===== src/rtl/laser_sweep_obstacle_if.sv =====
// Pixel-stream and status bundle between the rgb pipeline and laser_sweep_obstacle.
// master drives the pixel stream and selector; slave is the obstacle block.
interface laser_sweep_obstacle_if;
    logic [11:0] hcount_in;
    logic [11:0] vcount_in;
    logic [11:0] rgb_in;
    logic        game_on;
    logic [3:0]  selected;
    logic [11:0] rgb_out;
    logic [11:0] obstacle_x;
    logic [11:0] obstacle_y;
    logic        firing;
    logic        done;

    modport master (
        output hcount_in, vcount_in, rgb_in, game_on, selected,
        input  rgb_out, obstacle_x, obstacle_y, firing, done
    );

    modport slave (
        input  hcount_in, vcount_in, rgb_in, game_on, selected,
        output rgb_out, obstacle_x, obstacle_y, firing, done
    );
endinterface


===== src/rtl/laser_sweep_obstacle.sv =====
// Sweeping multi-bar laser obstacle: WARN -> FIRE -> SHIFT rounds, then a done pulse.
// Optional macro LASER_WARN_BLINK_EN blinks the warning bars (8 frames on / 8 off).
module laser_sweep_obstacle #(
    parameter int          NUM_LASERS   = 3,
    parameter int          LASER_WIDTH  = 30,
    parameter int          SPACING      = 100,
    parameter int          STEP         = 20,
    parameter int          ARENA_LEFT   = 341,
    parameter int          ARENA_RIGHT  = 712,
    parameter int          LASER_TOP    = 317,
    parameter int          LASER_BOTTOM = 617,
    parameter int          WARN_FRAMES  = 60,
    parameter int          FIRE_FRAMES  = 30,
    parameter int          NUM_ROUNDS   = 4,
    parameter logic [3:0]  SELECT_CODE  = 4'b0011,
    parameter logic [11:0] WARN_RGB     = 12'h800,
    parameter logic [11:0] FIRE_RGB     = 12'hfff
) (
    input  logic                 pclk,
    input  logic                 rst,
    laser_sweep_obstacle_if.slave bus
);

    localparam logic [11:0] ARENA_LEFT_C  = 12'(ARENA_LEFT);
    localparam logic [11:0] ARENA_RIGHT_C = 12'(ARENA_RIGHT);
    localparam logic [11:0] TOP_C         = 12'(LASER_TOP);
    localparam logic [11:0] BOTTOM_C      = 12'(LASER_BOTTOM);
    localparam logic [11:0] WIDTH_M1_C    = 12'(LASER_WIDTH - 1);
    localparam logic [11:0] STEP_C        = 12'(STEP);
    localparam logic [11:0] SPACING_C     = 12'(SPACING);
    localparam logic [15:0] WARN_LAST_C   = 16'(WARN_FRAMES - 1);
    localparam logic [15:0] FIRE_LAST_C   = 16'(FIRE_FRAMES - 1);
    localparam logic [7:0]  ROUNDS_C      = 8'(NUM_ROUNDS);

    typedef enum logic [2:0] {
        S_IDLE  = 3'd0,
        S_WARN  = 3'd1,
        S_FIRE  = 3'd2,
        S_SHIFT = 3'd3,
        S_DONE  = 3'd4
    } state_t;

    state_t      state_q, state_d;
    logic [15:0] frame_cnt_q, frame_cnt_d;
    logic [7:0]  round_cnt_q, round_cnt_d;
    logic [11:0] offset_q, offset_d;
    logic [11:0] rgb_q, rgb_d;
    logic [11:0] obstacle_x_q, obstacle_x_d;
    logic [11:0] obstacle_y_q, obstacle_y_d;
    logic        firing_q, firing_d;
    logic        done_q, done_d;

    logic        frame_tick_s;
    logic        armed_s;
    logic        bar_hit_s;
    logic        warn_on_s;
    logic [11:0] bar_left_s;
    logic [11:0] offset_step_s;
    logic [7:0]  round_next_s;

    assign frame_tick_s  = (bus.hcount_in == 12'd0) && (bus.vcount_in == 12'd0);
    assign armed_s       = bus.game_on && (bus.selected == SELECT_CODE);
    assign offset_step_s = offset_q + STEP_C;
    assign round_next_s  = round_cnt_q + 8'd1;

`ifdef LASER_WARN_BLINK_EN
    assign warn_on_s = ~frame_cnt_q[3];
`else
    assign warn_on_s = 1'b1;
`endif

    // Bar coverage of the current pixel; overlapping bars simply OR together
    always_comb begin
        bar_hit_s  = 1'b0;
        bar_left_s = 12'd0;
        for (int i = 0; i < NUM_LASERS; i++) begin
            bar_left_s = ARENA_LEFT_C + 12'(i * SPACING) + offset_q;
            bar_hit_s  = bar_hit_s | ((bus.hcount_in >= bar_left_s) &&
                                      (bus.hcount_in <= bar_left_s + WIDTH_M1_C));
        end
        bar_hit_s = bar_hit_s & (bus.hcount_in <= ARENA_RIGHT_C) &
                    (bus.vcount_in >= TOP_C) & (bus.vcount_in <= BOTTOM_C);
    end

    // Sequencer next state; abort out of any active state takes priority over frame ticks
    always_comb begin
        state_d     = state_q;
        frame_cnt_d = frame_cnt_q;
        round_cnt_d = round_cnt_q;
        offset_d    = offset_q;
        if ((state_q != S_IDLE) && !armed_s) begin
            state_d     = S_IDLE;
            frame_cnt_d = 16'd0;
            round_cnt_d = 8'd0;
            offset_d    = 12'd0;
        end else begin
            case (state_q)
                S_IDLE: begin
                    frame_cnt_d = 16'd0;
                    round_cnt_d = 8'd0;
                    offset_d    = 12'd0;
                    if (armed_s) begin
                        state_d = S_WARN;
                    end else begin
                        state_d = S_IDLE;
                    end
                end
                S_WARN: begin
                    if (frame_tick_s && (frame_cnt_q == WARN_LAST_C)) begin
                        state_d     = S_FIRE;
                        frame_cnt_d = 16'd0;
                    end else if (frame_tick_s) begin
                        frame_cnt_d = frame_cnt_q + 16'd1;
                    end else begin
                        frame_cnt_d = frame_cnt_q;
                    end
                end
                S_FIRE: begin
                    if (frame_tick_s && (frame_cnt_q == FIRE_LAST_C)) begin
                        state_d     = S_SHIFT;
                        frame_cnt_d = 16'd0;
                    end else if (frame_tick_s) begin
                        frame_cnt_d = frame_cnt_q + 16'd1;
                    end else begin
                        frame_cnt_d = frame_cnt_q;
                    end
                end
                S_SHIFT: begin
                    frame_cnt_d = 16'd0;
                    round_cnt_d = round_next_s;
                    if (offset_step_s >= SPACING_C) begin
                        offset_d = offset_step_s - SPACING_C;
                    end else begin
                        offset_d = offset_step_s;
                    end
                    if (round_next_s == ROUNDS_C) begin
                        state_d = S_DONE;
                    end else begin
                        state_d = S_WARN;
                    end
                end
                S_DONE: begin
                    state_d     = S_IDLE;
                    frame_cnt_d = 16'd0;
                    round_cnt_d = 8'd0;
                    offset_d    = 12'd0;
                end
                default: begin
                    state_d     = S_IDLE;
                    frame_cnt_d = 16'd0;
                    round_cnt_d = 8'd0;
                    offset_d    = 12'd0;
                end
            endcase
        end
    end

    // Pixel colour and status outputs, registered one cycle behind the pixel stream
    always_comb begin
        rgb_d        = bus.rgb_in;
        obstacle_x_d = 12'd0;
        obstacle_y_d = 12'd0;
        firing_d     = 1'b0;
        done_d       = (state_d == S_DONE);
        case (state_q)
            S_WARN: begin
                if (bar_hit_s && warn_on_s) begin
                    rgb_d = WARN_RGB;
                end else begin
                    rgb_d = bus.rgb_in;
                end
            end
            S_FIRE: begin
                if (bar_hit_s) begin
                    rgb_d = FIRE_RGB;
                end else begin
                    rgb_d = bus.rgb_in;
                end
                obstacle_x_d = ARENA_LEFT_C + offset_q;
                obstacle_y_d = TOP_C;
                firing_d     = 1'b1;
            end
            default: begin
                rgb_d = bus.rgb_in;
            end
        endcase
    end

    // State, counters and output registers with synchronous reset
    always_ff @(posedge pclk) begin
        if (rst) begin
            state_q      <= S_IDLE;
            frame_cnt_q  <= 16'd0;
            round_cnt_q  <= 8'd0;
            offset_q     <= 12'd0;
            rgb_q        <= 12'd0;
            obstacle_x_q <= 12'd0;
            obstacle_y_q <= 12'd0;
            firing_q     <= 1'b0;
            done_q       <= 1'b0;
        end else begin
            state_q      <= state_d;
            frame_cnt_q  <= frame_cnt_d;
            round_cnt_q  <= round_cnt_d;
            offset_q     <= offset_d;
            rgb_q        <= rgb_d;
            obstacle_x_q <= obstacle_x_d;
            obstacle_y_q <= obstacle_y_d;
            firing_q     <= firing_d;
            done_q       <= done_d;
        end
    end

    assign bus.rgb_out    = rgb_q;
    assign bus.obstacle_x = obstacle_x_q;
    assign bus.obstacle_y = obstacle_y_q;
    assign bus.firing     = firing_q;
    assign bus.done       = done_q;

endmodule

===== src/flat_wrapper.sv =====
// flat-port wrapper written by rule: the top's interface ports become plain ports
module laser_sweep_obstacle_flat 
#(
    parameter int          NUM_LASERS   = 3,
    parameter int          LASER_WIDTH  = 30,
    parameter int          SPACING      = 100,
    parameter int          STEP         = 20,
    parameter int          ARENA_LEFT   = 341,
    parameter int          ARENA_RIGHT  = 712,
    parameter int          LASER_TOP    = 317,
    parameter int          LASER_BOTTOM = 617,
    parameter int          WARN_FRAMES  = 60,
    parameter int          FIRE_FRAMES  = 30,
    parameter int          NUM_ROUNDS   = 4,
    parameter logic [3:0]  SELECT_CODE  = 4'b0011,
    parameter logic [11:0] WARN_RGB     = 12'h800,
    parameter logic [11:0] FIRE_RGB     = 12'hfff
)
  (pclk, rst, bus_hcount_in, bus_vcount_in, bus_rgb_in, bus_game_on, bus_selected, bus_rgb_out, bus_obstacle_x, bus_obstacle_y, bus_firing, bus_done);
  laser_sweep_obstacle_if bus_i ();
  input  logic pclk;
  input  logic rst;
  input wire logic [$bits(bus_i.hcount_in)-1:0] bus_hcount_in;
  input wire logic [$bits(bus_i.vcount_in)-1:0] bus_vcount_in;
  input wire logic [$bits(bus_i.rgb_in)-1:0] bus_rgb_in;
  input wire logic [$bits(bus_i.game_on)-1:0] bus_game_on;
  input wire logic [$bits(bus_i.selected)-1:0] bus_selected;
  output wire logic [$bits(bus_i.rgb_out)-1:0] bus_rgb_out;
  output wire logic [$bits(bus_i.obstacle_x)-1:0] bus_obstacle_x;
  output wire logic [$bits(bus_i.obstacle_y)-1:0] bus_obstacle_y;
  output wire logic [$bits(bus_i.firing)-1:0] bus_firing;
  output wire logic [$bits(bus_i.done)-1:0] bus_done;
  assign bus_i.hcount_in = bus_hcount_in;
  assign bus_i.vcount_in = bus_vcount_in;
  assign bus_i.rgb_in = bus_rgb_in;
  assign bus_i.game_on = bus_game_on;
  assign bus_i.selected = bus_selected;
  assign bus_rgb_out = bus_i.rgb_out;
  assign bus_obstacle_x = bus_i.obstacle_x;
  assign bus_obstacle_y = bus_i.obstacle_y;
  assign bus_firing = bus_i.firing;
  assign bus_done = bus_i.done;
  laser_sweep_obstacle #(.NUM_LASERS(NUM_LASERS), .LASER_WIDTH(LASER_WIDTH), .SPACING(SPACING), .STEP(STEP), .ARENA_LEFT(ARENA_LEFT), .ARENA_RIGHT(ARENA_RIGHT), .LASER_TOP(LASER_TOP), .LASER_BOTTOM(LASER_BOTTOM), .WARN_FRAMES(WARN_FRAMES), .FIRE_FRAMES(FIRE_FRAMES), .NUM_ROUNDS(NUM_ROUNDS), .SELECT_CODE(SELECT_CODE), .WARN_RGB(WARN_RGB), .FIRE_RGB(FIRE_RGB)) u_core (.pclk(pclk), .rst(rst), .bus(bus_i));
endmodule

===== config.mk =====
export PLATFORM = sky130hd
export DESIGN_NAME = laser_sweep_obstacle_flat
export DESIGN_NICKNAME = d
export VERILOG_FILES = /design/src/rtl/laser_sweep_obstacle_if.sv /design/src/rtl/laser_sweep_obstacle.sv /design/src/flat_wrapper.sv
export SDC_FILE = /design/constraint.sdc
export NUM_CORES = 1
export LEC_CHECK = 0
export ABC_AREA = 1
export ABC_CLOCK_PERIOD_IN_PS = 7800
export BUFFER_PORTS_ARGS = -buffer_cell sky130_fd_sc_hd__buf_2
export CAP_MARGIN = 20
export CORE_UTILIZATION = 55
export CTS_BUF_LIST = sky130_fd_sc_hd__clkbuf_4 sky130_fd_sc_hd__clkbuf_8
export DETAILED_ROUTE_END_ITERATION = 8
export PLACE_DENSITY = 0.75
export SYNTH_ARGS = -nofsm -noshare
export SYNTH_HDL_FRONTEND = slang
export SYNTH_SLANG_ARGS = --single-unit

===== constraint.sdc =====
create_clock -name pclk -period 7.8 [get_ports pclk]
set_clock_uncertainty 0.2 [all_clocks]
set_input_delay 0 -clock pclk [delete_from_list [all_inputs] [get_ports pclk]]
set_output_delay 0 -clock pclk [all_outputs]
set_load 0.03 [all_outputs]

After elaboration in Yosys (flattened, before gate mapping)
Cells that the tools add are included.
{ "totals": {"latch_bits": 0, "ff_bits": 77, "mem_bits_ro": 0, "memories": 0, "ram_bits": 0} }
{ "op_classes": {"bitwise_logic": 6, "n_shift": 0, "n_lt_le_gt_ge": 10, "n_eq_ne": 8, "n_reduce_logical": 16, "div": 0, "n_mul": 0, "addsub": 10, "mux": 18} }
{ "op_table": {"columns": ["op", "count"], "rows": [
  ["$add 12x5->12 const B", 4],
  ["$mux 16", 3],
  ["$pmux 12 s2", 2],
  ["$ge 12x12->1", 3],
  ["$le 12x12->1", 3],
  ["$mux 12", 3],
  ["$pmux 16 s2", 1],
  ["$add 9x12->12 const A", 2],
  ["$le 12x10->1 const B", 2],
  ["$logic_not 12->1", 2],
  ["$add 16x1->16 const B", 1],
  ["$eq 16x5->1 const B", 1],
  ["$eq 16x6->1 const B", 1],
  ["$pmux 8 s2", 1],
  ["$add 10x12->12 const A", 1],
  ["$ge 12x7->1 const B", 1],
  ["$ge 12x9->1 const B", 1],
  ["$mux 3", 4],
  ["$pmux 3 s4", 1],
  ["$sub 12x7->12 const B", 1],
  ["$mux 9", 1],
  ["$add 8x1->8 const B", 1],
  ["$eq 8x3->1 const B", 1],
  ["$logic_and 1x1->1", 8],
  ["other kinds (12)", 19]
]} }

Depth between registers and ports, before layout
{ "depth": {"ltp_word": 11, "ltp_mapped": 28, "mapped_depth_nobuf": 27} }

Worst setup path before layout
OpenSTA, ideal clock, no wires.
{ "synth_path": {"path_kind": "register to register", "from": "reg u_core.offset_q[2]", "to": "reg u_core.rgb_q[10], in the netlist u_core.bus.rgb_out[10]", "n_path_buf": 3, "setup_slack_ps": 3887, "path_stages_with_launch": 29, "t_arrival_ps": 3643, "required_time_ps": 7530, "setup_time_ps": 70, "period_less_slack_ps": 3913, "cell_sequence": "dfxtp_1 clkbuf_1 inv_1 ha_1 inv_1 nand2_1 and2_1 buf_2 nand2_1 nor2_1 nor2_1 nand2_1 nor2_1 nand2_1 nor2_1 xor2_1 ha_1 nand2_1 nor2_1 and2_1 nand2_1 nand3_1 nand2_1 nand2_1 nand3_1 nand3_1 clkbuf_1 nand2_1 a21oi_1"} }
{ "synth_rtl": {"columns": ["item", "line", "rtl"], "rows": [
  ["from (decl)", "laser_sweep_obstacle.sv:46", "logic [11:0] offset_q, offset_d;"],
  ["from (signal assigned)", "laser_sweep_obstacle.sv:205", "offset_q <= offset_d;"],
  ["$add 10x12->12 (*)", "laser_sweep_obstacle.sv:77", "bar_left_s = ARENA_LEFT_C + 12'(i * SPACING) + offset_q;"],
  ["named net u_core.bar_left_s[2]", "laser_sweep_obstacle.sv:57", "logic [11:0] bar_left_s;"],
  ["$add 12x5->12", "laser_sweep_obstacle.sv:79", "(bus.hcount_in <= bar_left_s + WIDTH_M1_C));"],
  ["$le 12x12->1", "laser_sweep_obstacle.sv:79", null],
  ["$logic_and 1x1->1 (*)", "laser_sweep_obstacle.sv:78", "bar_hit_s = bar_hit_s | ((bus.hcount_in >= bar_left_s) &&"],
  ["$or 1x1->1 (*)", "laser_sweep_obstacle.sv:78", null],
  ["$and 1x1->1 (*) (2 in a row)", "laser_sweep_obstacle.sv:81", "bar_hit_s = bar_hit_s & (bus.hcount_in <= ARENA_RIGHT_C) &"],
  ["$and 1x1->1 (*)", "laser_sweep_obstacle.sv:82", "(bus.vcount_in >= TOP_C) & (bus.vcount_in <= BOTTOM_C);"],
  ["$mux 12 (on tied branches)", "laser_sweep_obstacle.sv:174, laser_sweep_obstacle.sv:167", null],
  ["$pmux 12 s2 (*)", "laser_sweep_obstacle.sv:165", "case (state_q)"],
  ["to (signal assigned)", "laser_sweep_obstacle.sv:206", "rgb_q <= rgb_d;"],
  ["to (decl)", "laser_sweep_obstacle.sv:47", "logic [11:0] rgb_q, rgb_d;"]
]} }
Mark *: on every way through the listed nets, which the timed path passes. The rest lies on a longest branch.
A chain may end at the register's enable or synchronous reset.

Final worst setup path
{ "layout_path": {"from": "reg u_core.offset_q[2]", "to": "reg u_core.rgb_q[8], in the netlist u_core.bus.rgb_out[8]"} }
Same word-level chain as after synthesis.

==> results.sh <==
export IMPL_coreArea_sq_um=9730
export IMPL_ir_worst_vdd_mv=0.0972
export IMPL_drt_initial_drc_count=305
export IMPL_routabilityCongestion=0.889
export IMPL_yosysWarnings=0
export IMPL_p_total_uw=713
export IMPL_syn_inst=821
export IMPL_syn_area_sq_um=5510
export IMPL_wl_met3_um=808
export IMPL_grt_pass1_vias=5304
export IMPL_track_usage=0.287
export IMPL_multi_input_area_sq_um=3750
export IMPL_synth_edff_count=0
export IMPL_dr_pass1_iters=5
export IMPL_path_clk_slew_ns=0.08
export IMPL_final_nets=1024
export IMPL_cts_root_buf="clkbuf_8"
export IMPL_hold_depth=8
export IMPL_antenna_cells=0
export IMPL_rows=36
export IMPL_ys_seq_elements=62
export IMPL_dr_max_layer_used="met4"
export IMPL_dr_wl_met2_um=6630
export IMPL_slew_violations=0
export IMPL_r2r_cells=26
export IMPL_cts_tree="yes"
export IMPL_r2r_end="u_core.bus.rgb_out[8]"
export IMPL_synth_cell_types=45
export IMPL_finalCriticalPeriod_ns=5.06
export IMPL_met1Wirelength_um=6290
export IMPL_die_h_um=102
export IMPL_grt_overflow_total=0
export IMPL_ant_nets=0
export IMPL_hold_class="input port to flop"
export IMPL_grt_max_degree=23
export IMPL_die_area_sq_um=10400
export IMPL_die_x_um=102
export IMPL_worstHoldEndpoint="u_core.frame_cnt_q[0]"
export IMPL_crit_path_frequent_cell="nand2_1"
export IMPL_wl_um=14200
export IMPL_drc_errors=0
export IMPL_synthArstFlopShare=0
export IMPL_start_util=0.566
export IMPL_grt_pass1_wl_um=23500
export IMPL_ioPinCount=81
export IMPL_hold_violations=0
export IMPL_numClockSinks=62
export IMPL_setup_violations=0
export IMPL_critPathLaunchType="flop"
export IMPL_syn_to_final_growth_pct=15.5
export IMPL_clockBufferDepth=2
export IMPL_wl_per_cell_um=13.5
export IMPL_drive_above_1_share=0.153
export IMPL_slowest_stage="dfxtp_1"
export IMPL_setup_worst_path_end_class="flop"
export IMPL_ys_seq_area_frac=0.225
export IMPL_rrSetupSlack_ns=2.74
export IMPL_cp_data_required_time_ns=7.83
export IMPL_slew_headroom=0.455
export IMPL_placed_cell_area_sq_um=5870
export IMPL_yosysTopAreaCell="dfxtp_1"
export IMPL_fin_crit_sh=0.648
export IMPL_fin_area_sq_um=6360
export IMPL_num_vias=5510
export IMPL_power_density_nw_per_um2=112
export IMPL_fill_cells=900
export IMPL_crit_fanout=22
export IMPL_dp_hpwl_um=10700
export IMPL_hp_start="bus_vcount_in[8]"
export IMPL_fin_tns_setup_ns=0
export IMPL_clock_fmax_mhz=198
export IMPL_antenna_found_initial=0
export IMPL_crit_type="flop to flop"
export IMPL_cts_max_level=3
export IMPL_layout_area_seq_sq_um=1240
export IMPL_port_buffers=73
export IMPL_ys_flop_type="dfxtp_1"
export IMPL_avgSynthCellArea_sq_um=6.71
export IMPL_leakagePower_nw=3.13
export IMPL_cts_buffers=9
export IMPL_clk_latency_ns=0.35
export IMPL_worst_slew_pin_slew_ns=0.816
export IMPL_cp_slowest_stage_delay_ns=0.86
export IMPL_yosysTopAreaCellShare=0.225
export IMPL_worstReg2RegStart="u_core.offset_q[2]"
export IMPL_maxCapViolCount=0
export IMPL_viasPerCell=5.25
export IMPL_rsz0062_at_grt="no"
export IMPL_ys_top_cells_by_area="dfxtp_1 (23%), ha_1 (16%), nand2_1 (14%)"
export IMPL_run_status="finished clean"
export IMPL_arrival_ns=5.08
==> worst max-delay path, delay by kind of cell (launching register included) <==
| family | cells | cell delay, ns |
|---|---|---|
| flops | 1 | 0.86 |
| simple gates | 19 | 2.09 |
| xor+xnor | 1 | 0.16 |
| compound gates | 1 | 0.08 |
| fa+ha+maj | 2 | 0.56 |
| buf+inv | 3 | 0.96 |
==> per-stage QoR <==
step | utilization | std cells | hold slack, ns | setup WS (ns)
3_3_place_gp | 0.603 | 1004 | 0.0533 | 3.62
5_1_grt | 0.654 | 1049 | 0.0908 | 2.15
2_1_floorplan | - | 827 | -0.131 | 3.89
6_report | 0.654 | 1049 | 0.0302 | 2.74
3_5_place_dp | 0.603 | 1004 | 0.0604 | 3.47
4_1_cts | 0.654 | 1049 | 0.00552 | 2.92
==> cell usage after synthesis (7+ instances only) <==
cell type  count
xor2_1        34
nand2_1      207
inv_1         79
ha_1          70
nand2_2       10
o21ai_0       22
buf_4         15
nand4_1       10
nor2_1       105
xnor2_1       12
inv_2          8
nor2_2         7
a21oi_1       47
dfxtp_1       62
nor3_1        14
nand3_1       46
==> layout by cell type, fill, tap and decap left out, drive strengths merged <==
master and count:
or2 3, a21oi 49, a22o 1, nor3 16, nor4 4, bufinv 1
nand3 50, o22ai 6, clkinvlp 3, o21a 3, o2111ai 1, ha 70
nor2 115, o21ai 29, clkbuf 9, a21o 4, nor3b 1, nand3b 1
xnor2 12, clkinv 3, buf 73, nand2 220, inv 91, conb 7
o211ai 3, and3 1, xor2 36, dfxtp 62, nand4 10, and2 3
dlygate4sd3 29
==> sequential cells by signal, indices dropped and copies added, names as in the netlist <==
register / count
u_core.offset_q: 10
u_core.bus.obstacle_x: 11
u_core.bus.done: 1
u_core.state_q: 3
u_core.bus.rgb_out: 12
u_core.frame_cnt_q: 16
u_core.bus.obstacle_y: 1
u_core.round_cnt_q: 8
==> worst max-delay path by stage <==
stage / start / to / slack [ns] / cells after the start
6_report: u_core.offset_q[2] / u_core.bus.rgb_out[8] / 2.74 / 26
5_1_grt: u_core.offset_q[2] / u_core.bus.rgb_out[8] / 2.15 / 26
4_1_cts: u_core.offset_q[2] / u_core.bus.rgb_out[11] / 2.92 / 27
3_5_place_dp: u_core.offset_q[2] / u_core.bus.rgb_out[11] / 3.47 / 22
3_3_place_gp: u_core.offset_q[2] / u_core.bus.rgb_out[11] / 3.62 / 26
2_1_floorplan: u_core.offset_q[2] / u_core.bus.rgb_out[10] / 3.89 / 28
==> logic make-up (layout without fill, tap and decap cells) <==
family          count (synthesis)  after routing  share of synthesized area
flops                          62             62                      0.225
xor+xnor                       48             48                     0.0790
other cells                     1              7                   0.000681
buf+inv                       120            209                     0.0983
compound gates                 96             96                     0.0981
fa+ha+maj                      70             70                      0.159
simple gates                  424            424                      0.340
==> routing by layer <==
layer | track usage | up-vias
met4 | 0.141 | 0
met2 | 0.502 | 183
met1 | 0.338 | 2476
li1 | - | 2808
met5 | 0 | -
met3 | 0.0513 | 43
==> report_power, final <==
| group | internal, mW | switching (mW) |
|---|---|---|
| Combinational | 0.0398 | 0.0568 |
| Clock | 0.152 | 0.144 |
| Sequential | 0.320 | 0.000982 |
| Total | 0.511 | 0.202 |
==> timing repair <==
action                                 in CTS  in global routing
hold buffers                               29                  0
gates resized for setup                     0                  0
buffers inserted                            0                  0
endpoints found under the hold margin      16                  0
==> final cells by class <==
class,count,area share
multi-input combinational,645,0.589
sequential,62,0.195
timing repair buffer,102,0.103
inverter,91,0.0545
tap,133,0.0262
clock buffer,9,0.0195
clock inverter,7,0.0128
(Power assumes the default switching activity.)
